$ cat config.mk
export PLATFORM = sky130hd
export DESIGN_NAME = seg_scan_driver
export DESIGN_NICKNAME = d
export VERILOG_FILES = /design/src/rtl/seg_pkg.sv /design/src/rtl/hex7seg.sv /design/src/rtl/seg_scan_driver.sv
export SDC_FILE = /design/constraint.sdc
export NUM_CORES = 1
export LEC_CHECK = 0
export ABC_AREA = 1
export BUFFER_PORTS_ARGS = -buffer_cell sky130_fd_sc_hd__buf_2
export CAP_MARGIN = 0
export CORE_ASPECT_RATIO = 0.6
export CORE_UTILIZATION = 57
export DETAILED_ROUTE_END_ITERATION = 16
export GPL_TIMING_DRIVEN = 1
export PLACE_DENSITY_LB_ADDON = 0.1
export RECOVER_POWER = 50
export SYNTH_ARGS = -nofsm -noshare
export SYNTH_HDL_FRONTEND = slang
export SYNTH_SLANG_ARGS = --single-unit
$ cat constraint.sdc
create_clock -name clk -period 2.9 [get_ports clk]
set_clock_uncertainty 0.15 [all_clocks]
set_input_delay 0.29 -clock clk [delete_from_list [all_inputs] [get_ports clk]]
set_output_delay 0.29 -clock clk [all_outputs]
set_load 0.03 [all_outputs]
$ cat src/rtl/seg_pkg.sv
// Shared definitions for the 7-segment scan driver.
//   DIGITS     : number of display digits scanned
//   SEG_BLANK  : segment pattern with every segment dark (active-low)
//   AN_OFF     : anode pattern with every digit disabled (active-low)
//   hex_to_seg : 4-bit value -> active-low {g,f,e,d,c,b,a} pattern
package seg_pkg;

  localparam int          DIGITS    = 8;
  localparam logic [6:0]  SEG_BLANK = 7'h7F;
  localparam logic [7:0]  AN_OFF    = 8'hFF;

  function automatic logic [6:0] hex_to_seg(input logic [3:0] nib);
    logic [6:0] s;
    case (nib)
      4'h0:    s = 7'h40;
      4'h1:    s = 7'h79;
      4'h2:    s = 7'h24;
      4'h3:    s = 7'h30;
      4'h4:    s = 7'h19;
      4'h5:    s = 7'h12;
      4'h6:    s = 7'h02;
      4'h7:    s = 7'h78;
      4'h8:    s = 7'h00;
      4'h9:    s = 7'h10;
      4'hA:    s = 7'h08;
      4'hB:    s = 7'h03;
      4'hC:    s = 7'h46;
      4'hD:    s = 7'h21;
      4'hE:    s = 7'h06;
      default: s = 7'h0E;
    endcase
    return s;
  endfunction

endpackage

$ cat src/rtl/hex7seg.sv
// Combinational hex digit decoder for an active-low 7-segment display.
// Ports:
//   nibble in  4  hex value to show
//   seg    out 7  segments {g,f,e,d,c,b,a}, active-low
module hex7seg
  import seg_pkg::*;
(
  input  logic [3:0] nibble,
  output logic [6:0] seg
);

  assign seg = hex_to_seg(nibble);

endmodule

$ cat src/rtl/seg_scan_driver.sv
// Time-multiplexed driver for an 8-digit common-anode 7-segment display.
// One digit is lit per refresh tick; the displayed word is latched once per
// frame (on the digit 7 -> 0 wrap) so a frame never mixes two words.
// All pin outputs are registered, one clock behind the scan state.
// Ports:
//   clk      in  1   system clock, rising edge
//   rst_n    in  1   asynchronous active-low reset
//   value    in  32  word to show; digit k shows value[4k+3:4k]
//   blank_lz in  1   1 = blank leading-zero digits (digit 0 never blanked)
//   dp_mask  in  8   bit k lights the decimal point of digit k
//   an       out 8   digit enables, active-low, one-hot-low while scanning
//   seg      out 7   segments {g,f,e,d,c,b,a}, active-low
//   dp       out 1   decimal point, active-low
module seg_scan_driver
  import seg_pkg::*;
#(
  parameter int SCAN_DIV = 100000
) (
  input  logic        clk,
  input  logic        rst_n,
  input  logic [31:0] value,
  input  logic        blank_lz,
  input  logic [7:0]  dp_mask,
  output logic [7:0]  an,
  output logic [6:0]  seg,
  output logic        dp
);

  localparam int             CW       = $clog2(SCAN_DIV);
  localparam int             IW       = $clog2(DIGITS);
  localparam logic [CW-1:0]  DIV_LAST = CW'(SCAN_DIV - 1);
  localparam logic [IW-1:0]  IDX_LAST = IW'(DIGITS - 1);

  logic [CW-1:0] div_cnt;
  logic [IW-1:0] idx;
  logic [31:0]   snap;
  logic          tick;

  logic [3:0]    cur_nib;
  logic [31:0]   upper;
  logic          blank;
  logic [6:0]    hex_seg;

  assign tick = (div_cnt == DIV_LAST);

  // Prescaler, digit index and frame latch.
  always_ff @(posedge clk or negedge rst_n) begin
    if (!rst_n) begin
      div_cnt <= '0;
      idx     <= '0;
      snap    <= '0;
    end else begin
      if (tick) begin
        div_cnt <= '0;
        idx     <= idx + IW'(1);
        if (idx == IDX_LAST) begin
          snap <= value;
        end
      end else begin
        div_cnt <= div_cnt + CW'(1);
      end
    end
  end

  // The current nibble and everything above it; the digit is a leading
  // zero when that upper slice (including itself) is all zero.
  assign cur_nib = snap[{idx, 2'b00} +: 4];
  assign upper   = snap >> {idx, 2'b00};
  assign blank   = blank_lz && (idx != '0) && (upper == 32'd0);

  hex7seg u_hex7seg (
    .nibble (cur_nib),
    .seg    (hex_seg)
  );

  // Registered pin stage.
  always_ff @(posedge clk or negedge rst_n) begin
    if (!rst_n) begin
      an  <= AN_OFF;
      seg <= SEG_BLANK;
      dp  <= 1'b1;
    end else begin
      an  <= ~(DIGITS'(1) << idx);
      seg <= blank ? SEG_BLANK : hex_seg;
      dp  <= ~dp_mask[idx];
    end
  end

endmodule

; After elaboration in Yosys (flattened, before gate mapping)
; Memories as Yosys holds them, arrays and structs flattened.
; Index checks and enable logic that the tools add are counted.
[word_totals]
reg_bits = 68
latch_bits = 0
mem_bits_rw = 0
romBits = 112
output_inout_bits = 16
memories = 1
[classes]
addsub = 2
n_mul = 0
div = 0
order_cmp = 1
n_eq_ne = 2
n_shift = 3
muxes = 4
n_bitwise = 2
reduce_logical = 5
[mem_list]
columns = name, words, width, rd, rd_clocked_by_memory_dff, wr, line
row1 = (name not given), 16, 7, 1, 0, 0, seg_pkg.sv:14  ; case (nib)
[op_table]
columns = operator, count
row1 = logical NOT 32 bit, 1
row2 = variable part select 32 x 6 -> 4 bit, 1
row3 = >> shifter 32 x 5 -> 32 bit, 1
row4 = "adder 17 x 1 -> 17 bit, second input constant", 1
row5 = "equality test 17 bit, second input constant", 1
row6 = two-way mux 17 bit, 1
row7 = NOT 8 bit, 1
row8 = "<< shifter 1 x 3 -> 8 bit, first input constant", 1
row9 = two-way mux 7 bit, 1
row10 = "< comparator 3 x 4 -> 1 bit, second input constant", 1
row11 = "adder 3 x 1 -> 3 bit, second input constant", 1
row12 = binary-select mux 1 bit (select 3 bit), 1
row13 = "equality test 3 bit, second input constant", 1
row14 = nonzero test 3 bit, 1
row15 = logical AND 1 bit, 2
row16 = AND reduction 2 bit, 1
row17 = two-way mux 1 bit, 1
row18 = NOT 1 bit, 1

; Longest topological paths before layout
[logic_depth]
depth_word = 4
ltp_mapped = 18
mapped_depth_nobuf = 16

; Cells and area by module
; A second synthesis with hierarchy kept.
[hier_totals]
cells_unflattened = 531
area_unflattened_um2 = 3998.8
[modules_own_cells]
columns = mod, n_inst, cells_each, area_per_inst_um2
row1 = seg_scan_driver, 1, 482, 3724.8
row2 = hex7seg, 1, 49, 274.0

; Worst setup path after synthesis
; Ideal clock, no wire load.
[synth_path]
kind = register to register
from = register idx[0]
to = register seg[0]
arrival_time_ps = 2009
required_ps = 2670
path_slack_ps = 661
path_stages_with_launch = 18
n_path_buf = 2
period_less_slack_ps = 2239
cell_sequence = dfrtp_1 -> buf_4 -> inv_2 -> buf_2 -> nand2_1 -> nand3_1 -> nand3_1 -> o21ai_1 -> inv_1 -> ha_1 -> inv_1 -> nor2_1 -> o21ai_0 -> inv_1 -> nand3_1 -> nor2_1 -> nand3_2 -> nand2_1
[synth_via]
elab_chain_cells = 4
elab_cells_between_ends = 8
[synth_lines]
columns = element, line
row1 = "start, declared", seg_scan_driver.sv:35  ; logic [IW-1:0] idx;
row2 = "start signal, assigned", seg_scan_driver.sv:55  ; idx <= idx + IW'(1);
row3 = "parallel branches: the longest is 3 deep, another holds memory read (16 x 7 bit)", -
row4 = two-way mux 7 bit (*), seg_scan_driver.sv:84  ; seg <= blank ? SEG_BLANK : hex_seg;
row5 = "end signal, assigned", seg_scan_driver.sv:84
row6 = "end, declared", seg_scan_driver.sv:25  ; output logic [6:0] seg,
; Every way passes the cells marked *.
; A chain may end at the register's enable or synchronous reset.

; Worst setup path in the final report
[layout_path]
from = register idx[0]
to = register seg[2]
; The elaborated chain is that of the path after synthesis.

==> impl_metrics.py <==
metrics = {
    "final_layout": {
        "fin_nets": 643,
        "drive_gt1_share_pct": 17.7,
        "instances_no_fill": 679,
        "synthToLayoutAreaGrowth_pct": 15.1,
        "post-route-util_pct": 68.5,
        "antennaDiodeCount": 0,
    },
    "cts": {
        "clk_latency_ns": 0.33,
        "cts_tree": "done",
        "path_clk_slew_ns": 0.06,
        "cts_resized": 0,
        "cts_root_buffer": "clkbuf_16",
        "cts.sinks": 68,
        "htree_levels": 3,
        "cts_buffers": 9,
        "clockBufferDepth": 2,
    },
    "logic_synthesis": {
        "syn-mean-instance-area_um2": 7.58,
        "synth_commonest_cells": "nand2_1, dfrtp_1, inv_1, nand3_1, nor2_1",
        "ys_seq_area_share_pct": 42.9,
        "synth_top_area_share_pct": 32.4,
        "ys_types": 33,
        "netlist_area_um2": 4010,
        "synth_edf_count": 0,
        "synth_most_common_cell": "nand2_1",
        "yosysTopAreaCell": "dfrtp_1",
        "async_reset_ff_share_pct": 100,
        "synth.area.top_cells": "dfrtp_1, nand2_1, dfstp_2",
        "synth_ff_type": "dfrtp_1",
        "synth_warnings": 0,
        "synth_seq_cells": 68,
        "synth_fp_nets": 585,
        "syn_inst": 529,
    },
    "sta": {
        "period_share_pct": 89.9,
        "setup_viol": 0,
        "max_freq_mhz": 384,
        "rsz0062_at_grt": "false",
        "hold_violations": 0,
        "slew_viol_final": 33,
        "hold-worst-slack_ns": 0.00960,
        "tightest_slew_ns": 1.80,
        "setup_tns_ns": 0,
        "fin_crit_ns": 2.61,
        "relSlewSlack_pct": -20.2,
    },
    "routing": {
        "drt_first_pass_iters": 6,
        "drt_iter0_markers": 435,
        "ant_nets": 0,
        "routed_wl_um": 9840,
        "viasPerCell": 5.42,
        "wl_per_cell_um": 14.5,
        "vias": 3679,
        "drc": 0,
    },
    "setup_path": {
        "worstReg2RegStart": "idx[0]",
        "start_kind": "flip-flop",
        "worstSetupEndpointType": "flip-flop",
        "worstSetupPathType": "reg -> reg",
        "ff2ff_setup_slack_ns": 0.29,
        "cp.arrival_ns": 2.72,
        "cp.required_ns": 3.02,
        "critPathMaxFanout": 37,
        "reg2reg_depth": 16,
        "rr_endpoint": "seg[2]",
    },
    "place": {
        "dpl.hpwl_um": 7180,
        "globalplace.congestion": 0.953,
        "portBuffers": 58,
        "dp_cells": 662,
    },
    "global_route": {
        "grt_pass1_vias": 3312,
        "grtUsageTotal_pct": 30.2,
        "antenna_found_initial": 0,
        "gr-total-overflow": 0,
        "grt_pass1_wl_um": 16500,
        "grt_max_degree": 56,
    },
    "worst_hold_path": {
        "hold_class": "in -> reg",
        "min-delay-start": "value[24]",
        "hold_end": "snap[24]",
        "worst_hold_path.num_cells": 3,
    },
    "power": {
        "powerDensity_nw_per_um2": 439,
        "leakage_nw": 2.30,
        "vdd_drop_max_v": 0.000311,
    },
    "floorplanning": {
        "coreArea_um2": 6730,
        "die_height_um": 67.0,
        "rows": 23,
        "start_util_pct": 59.6,
        "die_width_um": 110,
        "dieArea_um2": 7390,
        "num_io_pins": 59,
    },
    "run_status": {
        "status": "finished with violations",
        "violations": "max-capacitance violations, max-slew violations",
    },
    "flow_run": {
        "drv_cap": 1,
    },
}
## how the worst max path moves through the flow
stage	startpoint	to	slack, ns	depth (start not counted)
floorplan	idx[0]	seg[0]	0.66	17
global placement	idx[0]	seg[5]	0.54	16
detailed placement	idx[0]	seg[6]	0.43	16
CTS	idx[0]	seg[2]	0.34	16
global route	idx[0]	seg[3]	0.02	16
finish	idx[0]	seg[2]	0.29	16
## logic make-up (layout without fill, tap and decap cells)
group / Yosys count / count (layout) / share of synthesized area, %
and+or+nand+nor: 302 / 302 / 32.5
buffers and inverters: 74 / 137 / 8.52
DFF: 68 / 68 / 42.9
AOI/OAI and AO/OA: 62 / 62 / 9.86
adders and majority gates: 13 / 13 / 4.05
xor gates and xnor gates: 10 / 10 / 2.18
## power breakdown
group | switching [mW] | internal, mW
clock network | 0.417 | 0.603
logic | 0.0303 | 0.0247
registers | 0.000140 | 0.951
## area by class of cell
cell class | count | area (um^2)
fill | 597 | 2120
multi-input combinational | 387 | 1950
sequential | 68 | 1720
timing repair buffer | 67 | 353
clock buffer | 11 | 243
inverter | 54 | 203
tap | 87 | 109
clock inverter | 5 | 38.8
## sequential cells by signal, summed over array words and instances, names as in the netlist
register / count
snap: 32
div_cnt: 17
an: 8
seg: 7
idx: 3
dp: 1
## layout by cell type (no fill, tap or decap)
cell type and instances:
xnor2_1 1, o21ai_0 32, clkinvlp_4 4, nand4_4 1
nor2_8 1, ha_1 13, clkbuf_1 21, o21ai_1 1
xor2_1 9, nand2_2 2, nor2_1 37, clkbuf_8 1
a21oi_1 6, o211ai_1 1, nand3_1 49, buf_12 2
inv_1 53, clkbuf_16 9, a32oi_1 1, nand2_1 194
nor4_1 1, nor3_2 1, clkinv_4 1, nand2_4 1
buf_4 3, nand3b_1 2, dfrtp_1 52, o211a_1 1
inv_2 1, nor4_4 1, nand3_2 1, o21ai_2 19
nand4_1 6, nor3_1 5, o21bai_1 1, dlygate4sd3_1 1
buf_2 41, dfstp_2 16
## critical path, cell delays in order, from the launching register on
cell     delay, ns
dfrtp_1       0.35
buf_4         0.35
nand2_1       0.09
nand2_1       0.09
nand2_1       0.07
nand2_1       0.08
nand2_1       0.05
nand2_1       0.21
ha_1          0.23
inv_1         0.06
nor2_1        0.09
o21ai_0       0.09
inv_1         0.08
nand3_1       0.09
nor2_1        0.16
nand3_2       0.18
nand2_1       0.11
## per-layer routing
metal  vias to the layer above  GRT usage (%)  routed length, um  share of wire [%]
met5                         -              0                  0                  0
met3                        19           8.90                975                9.9
met2                       188           42.1               3990                 40
met1                      1681           45.1               4770                 48
met4                         0           7.07                112                1.1
li1                       1791              -                  -                  -
## timing repair
action / in CTS / in global routing
setup buffers: 0 / 0
hold buffers: 1 / 0
endpoints found under the hold margin: 19 / 0
## through the flow
step	worst slack [ns]	total power [mW]	area (um^2)
2_1_floorplan	0.661	0.972	4010
3_3_place_gp	0.543	1.02	4360
3_5_place_dp	0.434	1.02	4360
4_1_cts	0.337	2.04	4650
5_1_grt	0.0248	2.09	4620
6_report	0.293	2.03	4620
Power figures use the tool's default switching activity.
